File: src/rtl/sram_obi_pkg.sv
// Shared types and window defaults for the sram_d OBI arbiter and its response FIFO.
package sram_obi_pkg;

    localparam logic [31:0] DEF_SRAM_BASE_ADDR = 32'h8000_0000;
    localparam logic [31:0] DEF_SRAM_END_ADDR  = 32'h8000_C000;

    typedef logic [1:0] mst_id_t;

    typedef struct packed {
        mst_id_t id;
        logic    err;
    } rsp_entry_t;

    typedef struct packed {
        logic [31:0] addr;
        logic        we;
        logic [3:0]  be;
        logic [31:0] wdata;
    } obi_req_t;

endpackage

File: src/rtl/obi_rsp_fifo.sv
// In-flight response FIFO: records which master owns each accepted request and
// whether the arbiter answers it locally with an error.
module obi_rsp_fifo
    import sram_obi_pkg::*;
#(
    parameter int DEPTH = 2
) (
    input  logic       clk_i,
    input  logic       rst_ni,
    input  logic       push,
    input  rsp_entry_t wdata,
    input  logic       pop,
    output rsp_entry_t head,
    output logic       full,
    output logic       empty
);

    localparam int AW = (DEPTH > 1) ? $clog2(DEPTH) : 1;

    rsp_entry_t    mem [DEPTH];
    logic [AW-1:0] wptr;
    logic [AW-1:0] rptr;
    logic [AW:0]   cnt;
    logic          do_push;
    logic          do_pop;

    assign full    = (cnt == (AW+1)'(DEPTH));
    assign empty   = (cnt == '0);
    assign do_push = push && !full;
    assign do_pop  = pop && !empty;
    assign head    = mem[rptr];

    always_ff @(posedge clk_i) begin
        if (do_push) mem[wptr] <= wdata;
    end

    always_ff @(posedge clk_i or negedge rst_ni) begin
        if (!rst_ni) begin
            wptr <= '0;
            rptr <= '0;
            cnt  <= '0;
        end else begin
            if (do_push) wptr <= (wptr == AW'(DEPTH-1)) ? '0 : wptr + 1'b1;
            if (do_pop)  rptr <= (rptr == AW'(DEPTH-1)) ? '0 : rptr + 1'b1;
            case ({do_push, do_pop})
                2'b10:   cnt <= cnt + 1'b1;
                2'b01:   cnt <= cnt - 1'b1;
                default: cnt <= cnt;
            endcase
        end
    end

endmodule

File: src/rtl/sram_d_obi_arbiter.sv
// Round-robin arbiter of N OBI data masters onto the sram_d port; out-of-window
// requests are answered locally with an error, responses return in request order.
module sram_d_obi_arbiter
    import sram_obi_pkg::*;
#(
    parameter int          NUM_MASTERS     = 2,
    parameter int          MAX_OUTSTANDING = 2,
    parameter logic [31:0] SRAM_BASE_ADDR  = DEF_SRAM_BASE_ADDR,
    parameter logic [31:0] SRAM_END_ADDR   = DEF_SRAM_END_ADDR
) (
    input  logic                      clk_i,
    input  logic                      rst_ni,
    input  logic [NUM_MASTERS-1:0]    m_req_i,
    output logic [NUM_MASTERS-1:0]    m_gnt_o,
    input  logic [NUM_MASTERS*32-1:0] m_addr_i,
    input  logic [NUM_MASTERS-1:0]    m_we_i,
    input  logic [NUM_MASTERS*4-1:0]  m_be_i,
    input  logic [NUM_MASTERS*32-1:0] m_wdata_i,
    output logic [NUM_MASTERS-1:0]    m_rvalid_o,
    output logic [NUM_MASTERS*32-1:0] m_rdata_o,
    output logic [NUM_MASTERS-1:0]    m_err_o,
    output logic                      sram_req_o,
    input  logic                      sram_gnt_i,
    output logic [31:0]               sram_addr_o,
    output logic                      sram_we_o,
    output logic [3:0]                sram_be_o,
    output logic [31:0]               sram_wdata_o,
    input  logic                      sram_rvalid_i,
    input  logic [31:0]               sram_rdata_i,
    output logic                      illegal_access_o,
    output logic [15:0]               illegal_count_o
);

    logic [NUM_MASTERS-1:0][31:0] addr_a;
    logic [NUM_MASTERS-1:0][31:0] wdata_a;
    logic [NUM_MASTERS-1:0][31:0] rdata_a;
    logic [NUM_MASTERS-1:0][3:0]  be_a;

    assign addr_a    = m_addr_i;
    assign wdata_a   = m_wdata_i;
    assign be_a      = m_be_i;
    assign m_rdata_o = rdata_a;

    mst_id_t                    ptr;
    mst_id_t                    win;
    mst_id_t                    off;
    logic [2:0]                 win_sum;
    logic                       any_req;
    logic [2*NUM_MASTERS-1:0]   req_dbl;
    logic [NUM_MASTERS-1:0]     req_rot;
    logic [NUM_MASTERS-1:0]     win_oh;
    obi_req_t                   win_req;
    logic                       legal;
    logic                       gnt_en;
    logic                       accept;

    rsp_entry_t                 head;
    logic                       full;
    logic                       empty;
    logic                       rsp_vld;
    logic [NUM_MASTERS-1:0]     rsp_oh;

    // Rotate the request vector so index 0 is the pointer, pick the first set bit.
    always_comb begin
        req_dbl = {m_req_i, m_req_i} >> ptr;
        req_rot = req_dbl[NUM_MASTERS-1:0];
        off     = '0;
        any_req = 1'b0;
        for (int i = NUM_MASTERS-1; i >= 0; i--) begin
            if (req_rot[i]) begin
                off     = mst_id_t'(i);
                any_req = 1'b1;
            end
        end
        win_sum = {1'b0, ptr} + {1'b0, off};
        win     = (win_sum >= 3'(NUM_MASTERS)) ? mst_id_t'(win_sum - 3'(NUM_MASTERS))
                                               : mst_id_t'(win_sum);
    end

    for (genvar k = 0; k < NUM_MASTERS; k++) begin : g_win
        assign win_oh[k] = any_req && (win == mst_id_t'(k));
    end

    always_comb begin
        win_req = '0;
        for (int k = 0; k < NUM_MASTERS; k++) begin
            if (win_oh[k]) begin
                win_req = '{addr: addr_a[k], we: m_we_i[k], be: be_a[k], wdata: wdata_a[k]};
            end
        end
    end

    assign legal = (win_req.addr >= SRAM_BASE_ADDR) && (win_req.addr < SRAM_END_ADDR);

    // Reset gates the combinational request path so nothing leaks out while held in reset.
    assign gnt_en           = rst_ni && any_req && !full;
    assign sram_req_o       = gnt_en && legal;
    assign accept           = gnt_en && (legal ? sram_gnt_i : 1'b1);
    assign m_gnt_o          = win_oh & {NUM_MASTERS{accept}};
    assign illegal_access_o = accept && !legal;

    assign sram_addr_o  = win_req.addr;
    assign sram_we_o    = win_req.we;
    assign sram_be_o    = win_req.be;
    assign sram_wdata_o = win_req.wdata;

    obi_rsp_fifo #(.DEPTH(MAX_OUTSTANDING)) u_rsp_fifo (
        .clk_i  (clk_i),
        .rst_ni (rst_ni),
        .push   (accept),
        .wdata  ('{id: win, err: !legal}),
        .pop    (rsp_vld),
        .head   (head),
        .full   (full),
        .empty  (empty)
    );

    // Error entries retire on their own; SRAM entries wait for rvalid. Stray rvalid with
    // an empty FIFO (e.g. in flight across a reset) is dropped here.
    assign rsp_vld = !empty && (head.err || sram_rvalid_i);

    for (genvar k = 0; k < NUM_MASTERS; k++) begin : g_rsp
        assign rsp_oh[k]     = rsp_vld && (head.id == mst_id_t'(k));
        assign m_rvalid_o[k] = rsp_oh[k];
        assign m_err_o[k]    = rsp_oh[k] && head.err;
        assign rdata_a[k]    = (rsp_oh[k] && !head.err) ? sram_rdata_i : 32'h0;
    end

    always_ff @(posedge clk_i or negedge rst_ni) begin
        if (!rst_ni) begin
            ptr             <= '0;
            illegal_count_o <= '0;
        end else begin
            if (accept) ptr <= (win == mst_id_t'(NUM_MASTERS-1)) ? '0 : win + 2'd1;
            if (illegal_access_o && illegal_count_o != 16'hFFFF)
                illegal_count_o <= illegal_count_o + 16'd1;
        end
    end

endmodule
File: config.mk
export PLATFORM = sky130hd
export DESIGN_NAME = sram_d_obi_arbiter
export DESIGN_NICKNAME = d
export VERILOG_FILES = /design/src/rtl/sram_obi_pkg.sv /design/src/rtl/obi_rsp_fifo.sv /design/src/rtl/sram_d_obi_arbiter.sv
export SDC_FILE = /design/constraint.sdc
export NUM_CORES = 1
export LEC_CHECK = 0
export BUFFER_PORTS_ARGS = -buffer_cell sky130_fd_sc_hd__buf_2
export CAP_MARGIN = 0
export CORE_AREA = 4 4 129 131
export DETAILED_ROUTE_END_ITERATION = 8
export DIE_AREA = 0 0 133 135
export GPL_TIMING_DRIVEN = 1
export SETUP_SLACK_MARGIN = 0.15
export SLEW_MARGIN = 20
export SYNTH_ARGS = -nofsm -noshare
export SYNTH_HDL_FRONTEND = slang
export SYNTH_SLANG_ARGS = --single-unit
File: constraint.sdc
create_clock -name clk_i -period 2.84 [get_ports clk_i]
set_input_delay 0.426 -clock clk_i [delete_from_list [all_inputs] [get_ports clk_i]]
set_output_delay 0.426 -clock clk_i [all_outputs]
set_load 0.1 [all_outputs]
After elaboration in Yosys (flattened, before gate mapping) --
Memory sizes are Yosys's and may differ from the RTL's. Index checks and enable logic that the tools add are counted. Widths: inputs -> output; s select.
Storage, ports and cells: logic and storage cells 68, memory bits (writable) 6, output and inout port bits 157, memories 1, register bits after elaboration 22
Memory list:
- u_rsp_fifo.mem | depth 2, width 3, read ports 1, clocked after Yosys merged registers in 0, write ports 1, RTL line obi_rsp_fifo.sv:20 | rsp_entry_t mem [DEPTH];
Cells by class: reduce and logical (&&, ||, !) cells 27, bitwise gates (word level) 1, equality and inequality tests 6, order comparisons 3, add/subtract/negate cells 8, shifts and indexed selects 1, mux-type cells 16
Operator list (count):
- $mux 69 | 2
- $mux 32 | 2
- $ge 32x32->1 const B | 1
- $lt 32x32->1 const B | 1
- $logic_and 1x1->1 | 18
- $add 16x1->16 const B | 1
- $ne 16x16->1 const B | 1
- $mux 1 | 9
- $eq 2x1->1 const B | 3
- $logic_not 2->1 | 3
- $add 2x1->2 const B | 2
- $eq 2x2->1 const B | 2
- $logic_not 1->1 | 4
- $mux 2 | 2
- $pmux 2 s2 | 1
- $shr 4x2->2 | 1
- $add 2x1->3 | 1
- $ge 3x2->1 const B | 1
- $add 1x1->1 const B | 2
- $and 2x2->2 | 1
- $reduce_bool 2->1 | 1
- $sub 2x1->2 const B | 1
- $sub 2x2->2 const B | 1
- $logic_or 1x1->1 | 1

Longest topological paths before layout --
Gate-level depths: netlist of run 1.
word-level depth 17, gate-level depth with buffers 13, mapped depth without buffers 12

Cells and area by module --
Synthesis of run 1 repeated with hierarchy kept, for this count alone.
Second synthesis, totals: cell total of the unflattened synthesis 372, area, all modules 2999.1 um^2
By module, submodules not included:
- sram_d_obi_arbiter | area each 2586.2 um^2, cells each 345, times used 1
- obi_rsp_fifo | area each 412.9 um^2, cells each 27, times used 1

Worst setup path before layout of run 1 --
OpenSTA, ideal clock, no wires.
path kind flip-flop to output port, start register ptr[0], end output m_gnt_o[0], required time 2.414 ns, setup slack -1.408 ns, stages on the path, launching flop included 10, arrival 3.822 ns, cell sequence dfrtp_1 -> nor2b_1 -> a32o_1 -> ha_1 -> nor4b_1 -> a22oi_1 -> a21oi_1 -> nand3b_2 -> o21ai_4 -> nor3_1
RTL lines:
- start: declaration | RTL line sram_d_obi_arbiter.sv:44 | mst_id_t ptr;
- start signal: assignment | RTL line sram_d_obi_arbiter.sv:134 | if (accept) ptr <= (win == mst_id_t'(NUM_MASTERS-1)) ? '0 : win + 2'd1;
- end: declaration | RTL line sram_d_obi_arbiter.sv:14 | output logic [NUM_MASTERS-1:0] m_gnt_o,

==> flow_summary.yaml, run 1 <==
run_status:
  run_status: "finished, violations left"
  violations: "hold timing, setup timing"
sta:
  worst_hold_slack_ns: -0.005623
  max_slew_violations: 0
  number_of_endpoints_failing_setup_at_the_final_stage: 16
  setup_total_negative_slack_ns: -0.5637
  min_period_ns: 2.975
  achievable-frequency_mhz: 336.2
  fin_skew_ns: 0.007246
  worst_slack_setup_final_ns: -0.1346
  slew_headroom_pct: 54.30
  worst_slew_pin_slew_ns: 0.6855
  final.period_utilization_pct: 104.7
  timing_hold_violations_final: 1
  rsz_0062_raised_after_global_routing: "true"
layout:
  fin_nets: 914
  post_layout_cell_count: 950
  antennaDiodeCount: 0
  drive_gt1_share_pct: 69.75
  synthToLayoutAreaGrowth_pct: 179.5
global_route:
  antenna_found_initial: 0
  wire_length_of_the_first_global_routing_pass_microns: 22340
  first_global_vias: 4110
  overflow_after_grt: 0
  overall_global_routing_usage_pct: 15.33
  maximum_number_of_pins_on_one_net_before_global_route_repair: 62
pwr:
  p_comb_share_pct: 91.3
  ir_drop_mv: 1.098
  p_switching_uw: 6334
  total_leakage_power_uw: 0.003775
  pwr-share-seq_pct: 5.8
  power.density_mw_per_mm2: 1293
  clockPowerShare_pct: 2.9
  power_report.internal_total_uw: 4554
  netSwitchingFraction_pct: 58.17
logic_synthesis:
  synth_flop_cell: "sky130_fd_sc_hd__dfrtp_1"
  ys_top_cells_by_count: "sky130_fd_sc_hd__nor2_1, sky130_fd_sc_hd__mux2i_1, sky130_fd_sc_hd__and2_1"
  synth_enable_flop_cells: 6
  share_of_flip_flops_with_an_asynchronous_set_or_reset_pct: 78.57
  synth.avg_cell_area_sq_um: 7.967
  synth-warning-count: 0
  synth.yosys.seq_area_share_pct: 24.26
  syn-instance-count: 378
  post_synth_instance_area_sq_mm: 0.003012
  synthTopCellsByArea: "sky130_fd_sc_hd__mux2i_1, sky130_fd_sc_hd__dfrtp_1, sky130_fd_sc_hd__and2_1, sky130_fd_sc_hd__nor2_1, sky130_fd_sc_hd__edfxtp_1"
  yosysUniqueCellTypes: 40
  post_synthesis_sequential_element_count: 28
  synth.largest_area_cell: "sky130_fd_sc_hd__mux2i_1"
  synth.most_common_cell: "sky130_fd_sc_hd__nor2_1"
  syn_nets: 557
  synthDominantCellAreaShare_pct: 23.27
floorplanning:
  core.rowCount: 46
  top_level_ports: 333
  starting_utilization_of_the_core_area_pct: 19.31
  die_height_microns: 135
  chipWidth_microns: 133
  design.core.area_sq_mm: 0.01560
  fp.dieArea_sq_mm: 0.01796
routing:
  postRouteWirelength_microns: 17320
  drt_first_iter_violations: 77
  routed_via_density: 4.477
  route.detailed.wl_per_inst_microns: 18.23
  ant_nets: 0
  tritonroute_pass_1_iters: 4
  total_number_of_vias: 4253
  detail_route.drc_violations: 0
run:
  cap_viol_max_count: 0
place:
  buffer_ports.inserted: 332
  place.detailed.hpwl_microns: 13140
  placed_cells: 926
  routabilityCongestion: 0.7497
min_path:
  timing.hold.worst.class: "input port to async pin"
worst_setup_path:
  critPathMaxFanout: 8
  timing.setup.critical_path_class: "register to output pin"
  crit_path_end_kind: "output pin"
  cp_data_required_time_ns: 2.41
  timing.rr.start: "ptr[0]"
  worst_r2r_path_depth: 14
  crit_arrival_ns: 2.55
  worstSetupStartpoint: "ptr[0]"
  worstSetupStartpointType: "register"
clocking:
  worst_setup_hold_path_clk_slew_ns: 0.07
  clock_tree.root_cell: "sky130_fd_sc_hd__clkbuf_16"
  clk_path_buf_depth: 2
  cts-hold-fix-buffers: 0
  htreeDepth: 1
  tritoncts_num_sinks: 28
  tritoncts_clock_tree: "built"
  cts-buffers-inserted: 3
  clkLatencyLatePin_ns: 0.26
-- sequential cells by signal, indices dropped and copies added (netlist names) --
register / flops
ptr: 2
u_rsp_fifo.rptr: 1
illegal_count_o: 16
u_rsp_fifo.wptr: 1
u_rsp_fifo.cnt: 2
u_rsp_fifo.mem: 6
-- critical path, stage by stage, from the launching register on --
cell and delay (ns):
sky130_fd_sc_hd__dfrtp_1 0.39, sky130_fd_sc_hd__nor2b_4 0.13, sky130_fd_sc_hd__a32o_2 0.25, sky130_fd_sc_hd__ha_4 0.28, sky130_fd_sc_hd__buf_4 0.15, sky130_fd_sc_hd__nor4_4 0.14, sky130_fd_sc_hd__a22oi_2 0.15, sky130_fd_sc_hd__a21oi_4 0.17
sky130_fd_sc_hd__nand3b_4 0.11, sky130_fd_sc_hd__o21ai_4 0.24, sky130_fd_sc_hd__nor3_4 0.09, sky130_fd_sc_hd__buf_12 0.17
-- logic make-up after synthesis --
logic type	count (synthesis)	synth area share (%)
AOI/OAI and AO/OA	17	4.737
xor gates and xnor gates	20	5.816
adders and majority gates	3	1.246
buffers and inverters	30	4.238
DFF	28	24.26
muxes	73	24.39
and+or+nand+nor	207	35.31
-- what timing repair did --
action	CTS	global route
gates resized for setup	23	132
pin swaps	6	16
cloned	1	7
buffers inserted	4	8
endpoints found under the setup margin	72	86
-- power groups by stage --
stage               logic (uW)  clock network, uW  registers [uW]
floorplan                 5260                  0             912
global placement          8250                  0             627
detailed placement        8290                  0             635
CTS                       8430                322             626
global route             10200                340             646
finish                    9940                319             629
-- layout by cell type (no fill, tap or decap), types with 4 or more instances in the layout --
cell type                   count
sky130_fd_sc_hd__buf_2        195
sky130_fd_sc_hd__buf_12       142
sky130_fd_sc_hd__and2_1        66
sky130_fd_sc_hd__nor2_2        38
sky130_fd_sc_hd__mux2i_4       32
sky130_fd_sc_hd__buf_4         27
sky130_fd_sc_hd__nor2_4        26
sky130_fd_sc_hd__mux2i_1       24
sky130_fd_sc_hd__nor2_1        21
sky130_fd_sc_hd__dfrtp_1       21
sky130_fd_sc_hd__mux2i_2       14
sky130_fd_sc_hd__xnor2_1       13
sky130_fd_sc_hd__nand3_1        9
sky130_fd_sc_hd__nand2_1        8
sky130_fd_sc_hd__and3_1         8
sky130_fd_sc_hd__nand4_1        8
sky130_fd_sc_hd__clkbuf_16      8
sky130_fd_sc_hd__inv_1          7
sky130_fd_sc_hd__xor2_1         7
sky130_fd_sc_hd__edfxtp_1       6
sky130_fd_sc_hd__nor4_1         4
-- layer usage --
metal	wire length, microns	up-vias	track usage (%)
met3	1297	16	3.800
li1	-	2014	-
met1	6209	2014	17.63
met5	0	-	0
met4	218	0	2.367
met2	9598	209	29.12
-- final timing paths --
| check | endpoint | slack, ns |
|---|---|---|
| worst max-delay path | m_gnt_o[0] | -0.13 |
| worst min-delay path | illegal_count_o[9] | -0.006 |
| worst max register to register | u_rsp_fifo.cnt[1] | -0.04 |
| worst min register to register | illegal_count_o[10] | 0.49 |
| max in group asynchronous | ptr[0] | 2.39 |
| min in group clk_i | illegal_count_o[10] | 0.49 |
-- final cells by class --
class | count | area (sq um)
Tap cell | 216 | 270.3
Multi-Input combinational cell | 320 | 3060
Inverter | 7 | 26.28
Clock buffer | 4 | 78.83
Sequential cell | 28 | 732.0
Timing Repair Buffer | 375 | 4250
Fill cell | 1332 | 7179
-- through the flow --
step	cell area, sq um	util (%)	setup slack [ns]	hold slack [ns]	power (uW)
after floorplan	3296	-	-0.4561	0.1304	6168
after global placement	7335	47.02	-0.06153	0.2741	8881
after detailed placement	7335	47.02	-0.1721	0.2770	8926
after CTS	7570	48.53	-0.1836	0.001610	9373
after global routing	8418	53.97	-0.2257	0.0003648	11190
final	8418	53.97	-0.1346	-0.005623	10890
Power figures use the tool's default switching activity.
==> run 2, diff against run 1 <==
==> constraint.sdc (replaced) <==
create_clock -name clk_i -period 3.3 [get_ports clk_i]
set_input_delay 0.495 -clock clk_i [delete_from_list [all_inputs] [get_ports clk_i]]
set_output_delay 0.495 -clock clk_i [all_outputs]
set_load 0.1 [all_outputs]
==> run 2 against run 1 <==
Die area stayed put; largest power group unchanged; non-clock buffer count fell by 24; the run now ends clean; final area down 15%; sequential share of layout area rose by 1.5 points.
==> flow_summary.yaml, run 2 (synthesis gave the netlist of run 1 again) <==
worst_setup_path:
  crit_family: "compound AO/OA/AOI/OAI gates"
  timing.rr.start: "ptr[0]"
  cpMaxStageDelayCell: "sky130_fd_sc_hd__dfrtp_2"
  critPathMaxFanout: 7
  worst_r2r_path_depth: 13
  crit_arrival_ns: 2.58
  worstSetupStartpointType: "register"
  crit_path_end_kind: "output pin"
  crit_path_end: "m_gnt_o[0]"
  timing.setup.critical_path_class: "register to output pin"
  critical_path.cell_chain: "nor2b_1, a32o_2, ha_4, nor4bb_4, nand2_2, a21oi_2, nand3b_4, o21ai_4, nor3_2, buf_6"
  worstSetupStartpoint: "ptr[0]"
  ff2ff_setup_slack_ns: 0.38
  crit-reg2reg-capture: "u_rsp_fifo.cnt[1]"
  cp_data_required_time_ns: 2.80
  critical-path-max-stage-delay_ns: 0.41
  worst-path-buf-inv: 1
  path_depth: 10
clocking:
  clk_path_buf_depth: 2
  worst_setup_hold_path_clk_slew_ns: 0.07
  clkLatencyLatePin_ns: 0.26
  tritoncts_num_sinks: 28
  tritoncts_clock_tree: "built"
  htreeDepth: 1
  clock_tree.root_cell: "sky130_fd_sc_hd__clkbuf_16"
  cts-buffers-inserted: 3
place:
  routabilityCongestion: 0.8163
  buffer_ports.inserted: 332
  placed_cells: 915
  pre_cts_ws_ns: 0.1515
  place.detailed.hpwl_microns: 13060
  placedInstanceArea_sq_mm: 0.006883
sta:
  fin_skew_ns: 0.006953
  number_of_endpoints_failing_setup_at_the_final_stage: 0
  max_slew_violations: 0
  worst_slew_pin_slew_ns: 0.6568
  final.period_utilization_pct: 93.23
  achievable-frequency_mhz: 325.0
  timing_hold_violations_final: 0
  rsz_0062_raised_after_global_routing: "true"
  slew_headroom_pct: 56.21
  min_period_ns: 3.076
  worst_slack_setup_final_ns: 0.2235
layout:
  antennaDiodeCount: 0
  top_register: "illegal_count_o"
  post_layout_cell_count: 926
  fin_nets: 890
  largestRegisters: "illegal_count_o (16), u_rsp_fifo.mem (6)"
  largest_register_ff_count: 16
  drive_gt1_share_pct: 62.96
  synthToLayoutAreaGrowth_pct: 138.5
  mostFrequentLayoutCells: "sky130_fd_sc_hd__buf_2, sky130_fd_sc_hd__buf_12, sky130_fd_sc_hd__mux2i_1"
  mostFrequentLayoutCell: "sky130_fd_sc_hd__buf_2"
  post_route_cell_area_sq_mm: 0.007183
floorplanning:
  starting_utilization_of_the_core_area_pct: 19.31
  core.rowCount: 46
  top_level_ports: 333
  chipWidth_microns: 133
  die_height_microns: 135
  design.core.area_sq_mm: 0.01560
  fp.dieArea_sq_mm: 0.01796
routing:
  routed_via_density: 4.272
  drt_first_iter_violations: 80
  total_number_of_vias: 3956
  route.detailed.wl_per_inst_microns: 15.90
  detail_route.drc_violations: 0
  postRouteWirelength_microns: 14720
  tritonroute_pass_1_iters: 4
  ant_nets: 0
global_route:
  maximum_number_of_pins_on_one_net_before_global_route_repair: 52
  antenna_found_initial: 0
  overall_global_routing_usage_pct: 15.23
  overflow_after_grt: 0
  first_global_vias: 3989
  wire_length_of_the_first_global_routing_pass_microns: 21980
run:
  cap_viol_max_count: 0
pwr:
  clockPowerShare_pct: 4.6
  power.density_mw_per_mm2: 1070
  p_comb_share_pct: 88.4
  finalPower_uw: 7685
  netSwitchingFraction_pct: 63.34
  pwr-share-seq_pct: 7.0
  total_leakage_power_uw: 0.003512
  power_report.internal_total_uw: 2818
  ir_drop_mv: 0.6481
  p_switching_uw: 4867
run_status:
  run_status: "finished clean"
min_path:
  timing.hold.worst.class: "input port to async pin"
==> run 2: changes by cell type in the layout (fill, tap and decap cells not counted), sizes merged <==
| cell | delta |
|---|---|
| buf | -25 |
| bufinv | +1 |
==> run 2: how the worst min path moves through the flow <==
stage | slack, ns | startpoint | to
after floorplan | 0.20 | rst_ni | illegal_count_o[0]
after global routing | 0.15 | rst_ni | illegal_count_o[2]
after CTS | 0.13 | rst_ni | illegal_count_o[2]
after detailed placement | 0.41 | rst_ni | illegal_count_o[12]
after global placement | 0.41 | rst_ni | illegal_count_o[12]
final | 0.12 | rst_ni | illegal_count_o[12]
==> run 2: cell type report <==
type | instances | area (sq um)
clock buffers | 3 | 75.07
clock inverters | 1 | 30.03
fillers | 1476 | 8414
inverters | 7 | 26.28
multi-input cells | 320 | 2459
flip-flops and latches | 28 | 732.0
well taps | 216 | 270.3
repair buffers | 351 | 3591
==> run 2: per-stage QoR <==
step                      TNS (ns)  hold WS [ns]  util [%]
after floorplan            -0.3165        0.1994         -
after global placement           0        0.4065     44.13
after detailed placement         0        0.4142     44.13
after CTS                        0        0.1295     45.64
after global routing             0        0.1478     46.05
final                            0        0.1162     46.05
==> run 2: repair_timing <==
| item | in CTS | in global routing |
|---|---|---|
| hold buffers | 0 | 0 |
| cloned | 0 | 0 |
| setup endpoints to repair | 3 | 12 |
| pin swaps | 5 | 3 |
| setup buffers | 5 | 2 |
| resized for setup | 16 | 13 |
==> run 2: metal layers <==
metal  vias to the layer above  routed length [microns]  track usage [%]
met1                      1772                     5590            17.34
met5                         -                        0                0
met3                         8                     1107            2.757
met2                       223                     7878            30.02
li1                       1953                        -                -
met4                         0                      145            2.136
==> run 2: power groups by stage <==
stage / Sequential, uW / Combinational (uW) / Clock, uW
global placement: 545 / 6660 / 0
detailed placement: 548 / 6700 / 0
finish: 536 / 6800 / 354
global route: 550 / 7020 / 372
floorplan: 782 / 4460 / 0
CTS: 536 / 6820 / 360
==> run 3, diff against run 2 <==
--- a/config.mk
+++ b/config.mk
@@ -7,9 +7,9 @@
 export LEC_CHECK = 0
 export BUFFER_PORTS_ARGS = -buffer_cell sky130_fd_sc_hd__buf_2
 export CAP_MARGIN = 0
-export CORE_AREA = 4 4 129 131
+export CORE_AREA = 2 2 130 132
 export DETAILED_ROUTE_END_ITERATION = 8
-export DIE_AREA = 0 0 133 135
+export DIE_AREA = 0 0 132 134
 export GPL_TIMING_DRIVEN = 1
 export SETUP_SLACK_MARGIN = 0.15
 export SLEW_MARGIN = 20
==> run 3 against run 2 <==
Sequential power is essentially flat; fmax grew 1.1%; via count grew 1.1%; register-to-register slack gained 0.13 ns; first-iteration DRC count grew 31%; count of clock-buffer cells in the layout is the same; non-clock buffer count shrank 1; critical endpoint is now illegal_access_o; critical path depth shrank 2; sequential share of layout area shrank 0.11 points; critical path type unchanged; core utilization shrank 1.5 points.
==> flow_summary.yaml, run 3 (synthesis gave the netlist of run 1 again) <==
routing:
  ant_nets: 0
  postRouteWirelength_microns: 14660
  drt_first_iter_violations: 105
  tritonroute_pass_1_iters: 4
  route.detailed.wl_per_inst_microns: 15.73
  total_number_of_vias: 4001
  routed_via_density: 4.293
  detail_route.drc_violations: 0
floorplanning:
  starting_utilization_of_the_core_area_pct: 18.49
  fp.dieArea_sq_mm: 0.01769
  die_height_microns: 134
  chipWidth_microns: 132
  top_level_ports: 333
  design.core.area_sq_mm: 0.01629
  core.rowCount: 47
layout:
  drive_gt1_share_pct: 63.05
  fin_nets: 889
  largestRegisters: "illegal_count_o (16), u_rsp_fifo.mem (6)"
  post_layout_cell_count: 932
  synthToLayoutAreaGrowth_pct: 141.2
  largest_register_ff_count: 16
  top_register: "illegal_count_o"
  mostFrequentLayoutCell: "sky130_fd_sc_hd__buf_2"
  filler_cell_count: 1512
  mostFrequentLayoutCells: "sky130_fd_sc_hd__buf_2, sky130_fd_sc_hd__buf_12, sky130_fd_sc_hd__mux2i_1"
clocking:
  tritoncts_num_sinks: 28
  cts-hold-fix-buffers: 0
  cts-buffers-inserted: 3
  htreeDepth: 1
  clk_path_buf_depth: 2
  clkLatencyLatePin_ns: 0.26
  worst_setup_hold_path_clk_slew_ns: 0.07
  tritoncts_clock_tree: "built"
  clock_tree.root_cell: "sky130_fd_sc_hd__clkbuf_16"
pwr:
  ir_drop_mv: 0.6942
  power.density_mw_per_mm2: 1077
  total_leakage_power_uw: 0.003544
global_route:
  wire_length_of_the_first_global_routing_pass_microns: 22010
  antenna_found_initial: 2
  overall_global_routing_usage_pct: 15.73
  overflow_after_grt: 0
  first_global_vias: 4048
  maximum_number_of_pins_on_one_net_before_global_route_repair: 33
run:
  cap_viol_max_count: 0
worst_setup_path:
  timing.setup.critical_path_class: "register to output pin"
  cpMaxStageDelayCell: "sky130_fd_sc_hd__dfrtp_2"
  worstSetupStartpoint: "ptr[0]"
  critPathMaxFanout: 8
  cp_data_required_time_ns: 2.80
  crit_path_end_kind: "output pin"
  worstSetupStartpointType: "register"
  timing.rr.start: "ptr[0]"
  critical_path.cell_chain: "nor2b_1, a32o_2, ha_4, nor4bb_4, nand2_2, a211oi_2, a21oi_2, buf_2"
  critical-path-max-stage-delay_ns: 0.40
  crit_arrival_ns: 2.55
min_path:
  timing.hold.worst.class: "input port to async pin"
sta:
  max_slew_violations: 0
  rsz_0062_raised_after_global_routing: "false"
  fin_skew_ns: 0.004347
  setup_total_negative_slack_ns: 0
  timing_hold_violations_final: 0
  min_period_ns: 3.043
  slew_headroom_pct: 57.40
  worst_hold_slack_ns: 0.02808
  worst_slew_pin_slew_ns: 0.6389
  achievable-frequency_mhz: 328.6
  number_of_endpoints_failing_setup_at_the_final_stage: 0
  final.period_utilization_pct: 92.22
place:
  buffer_ports.inserted: 332
  placed_cells: 920
  routabilityCongestion: 0.8126
  place.detailed.hpwl_microns: 12860
run_status:
  run_status: "finished clean"
## run 3: cell count changes in the layout (fill, tap and decap cells not counted), sizes merged
cell	before	now
bufbuf	0	1
buf	345	349
clkbuf	9	3
diode	0	3
## run 3: layout make-up
class | instances | area, sq um | share of cell area (%)
repair buffers | 350 | 3657 | 50.34
clock buffers | 3 | 75.07 | 1.033
diodes | 3 | 7.507 | 0.1033
clock inverters | 1 | 30.03 | 0.4134
well taps | 220 | 275.3 | 3.789
flip-flops and latches | 28 | 732.0 | 10.08
inverters | 7 | 26.28 | 0.3617
multi-input cells | 320 | 2461 | 33.88
## run 3: final timing paths
path,endpoint,slack (ns),depth (start not counted)
min,ptr[0],0.03,1
max reg2reg,u_rsp_fifo.cnt[1],0.51,12
min in group clk_i,illegal_count_o[6],0.49,1
min reg2reg,illegal_count_o[6],0.49,1
max in group asynchronous,u_rsp_fifo.rptr,2.79,2
max,illegal_access_o,0.26,8
## run 3: repair_timing
action,CTS,global route
gates cloned,1,0
pin swaps,4,6
gates resized for setup,15,8
endpoints found under the setup margin,4,4
buffers inserted,4,0
## run 3: through the flow
| step | cell area, sq um | utilization (%) | setup slack, ns | total power (uW) |
|---|---|---|---|---|
| 4_1_cts | 7214 | 44.29 | 0.1997 | 7887 |
| 3_3_place_gp | 6970 | 42.79 | 0.1818 | 7282 |
| 6_report | 7264 | 44.60 | 0.2566 | 7826 |
| 2_1_floorplan | 3206 | - | -0.1582 | 5245 |
| 3_5_place_dp | 6970 | 42.79 | 0.1104 | 7332 |
| 5_1_grt | 7262 | 44.58 | 0.1398 | 8089 |
## run 3: report_power, final
part / internal, uW / total [uW] / switching, uW
sequential: 451 / 538 / 87.0
combinational: 2250 / 6930 / 4690
clock: 241 / 354 / 112
## run 3: worst max-delay path, delay by kind of cell (launching register included)
kind / cells / cell delay, ns
compound gates: 3 / 0.68
simple gates: 3 / 0.51
flops: 1 / 0.40
fa+ha+maj: 1 / 0.36
buf+inv: 1 / 0.32
## run 3: per-layer routing
metal  track usage [%]  wire, microns
met2             30.93           8005
met1             17.39           5425
met4             3.140            159
met3             3.175           1072
met5                 0              0
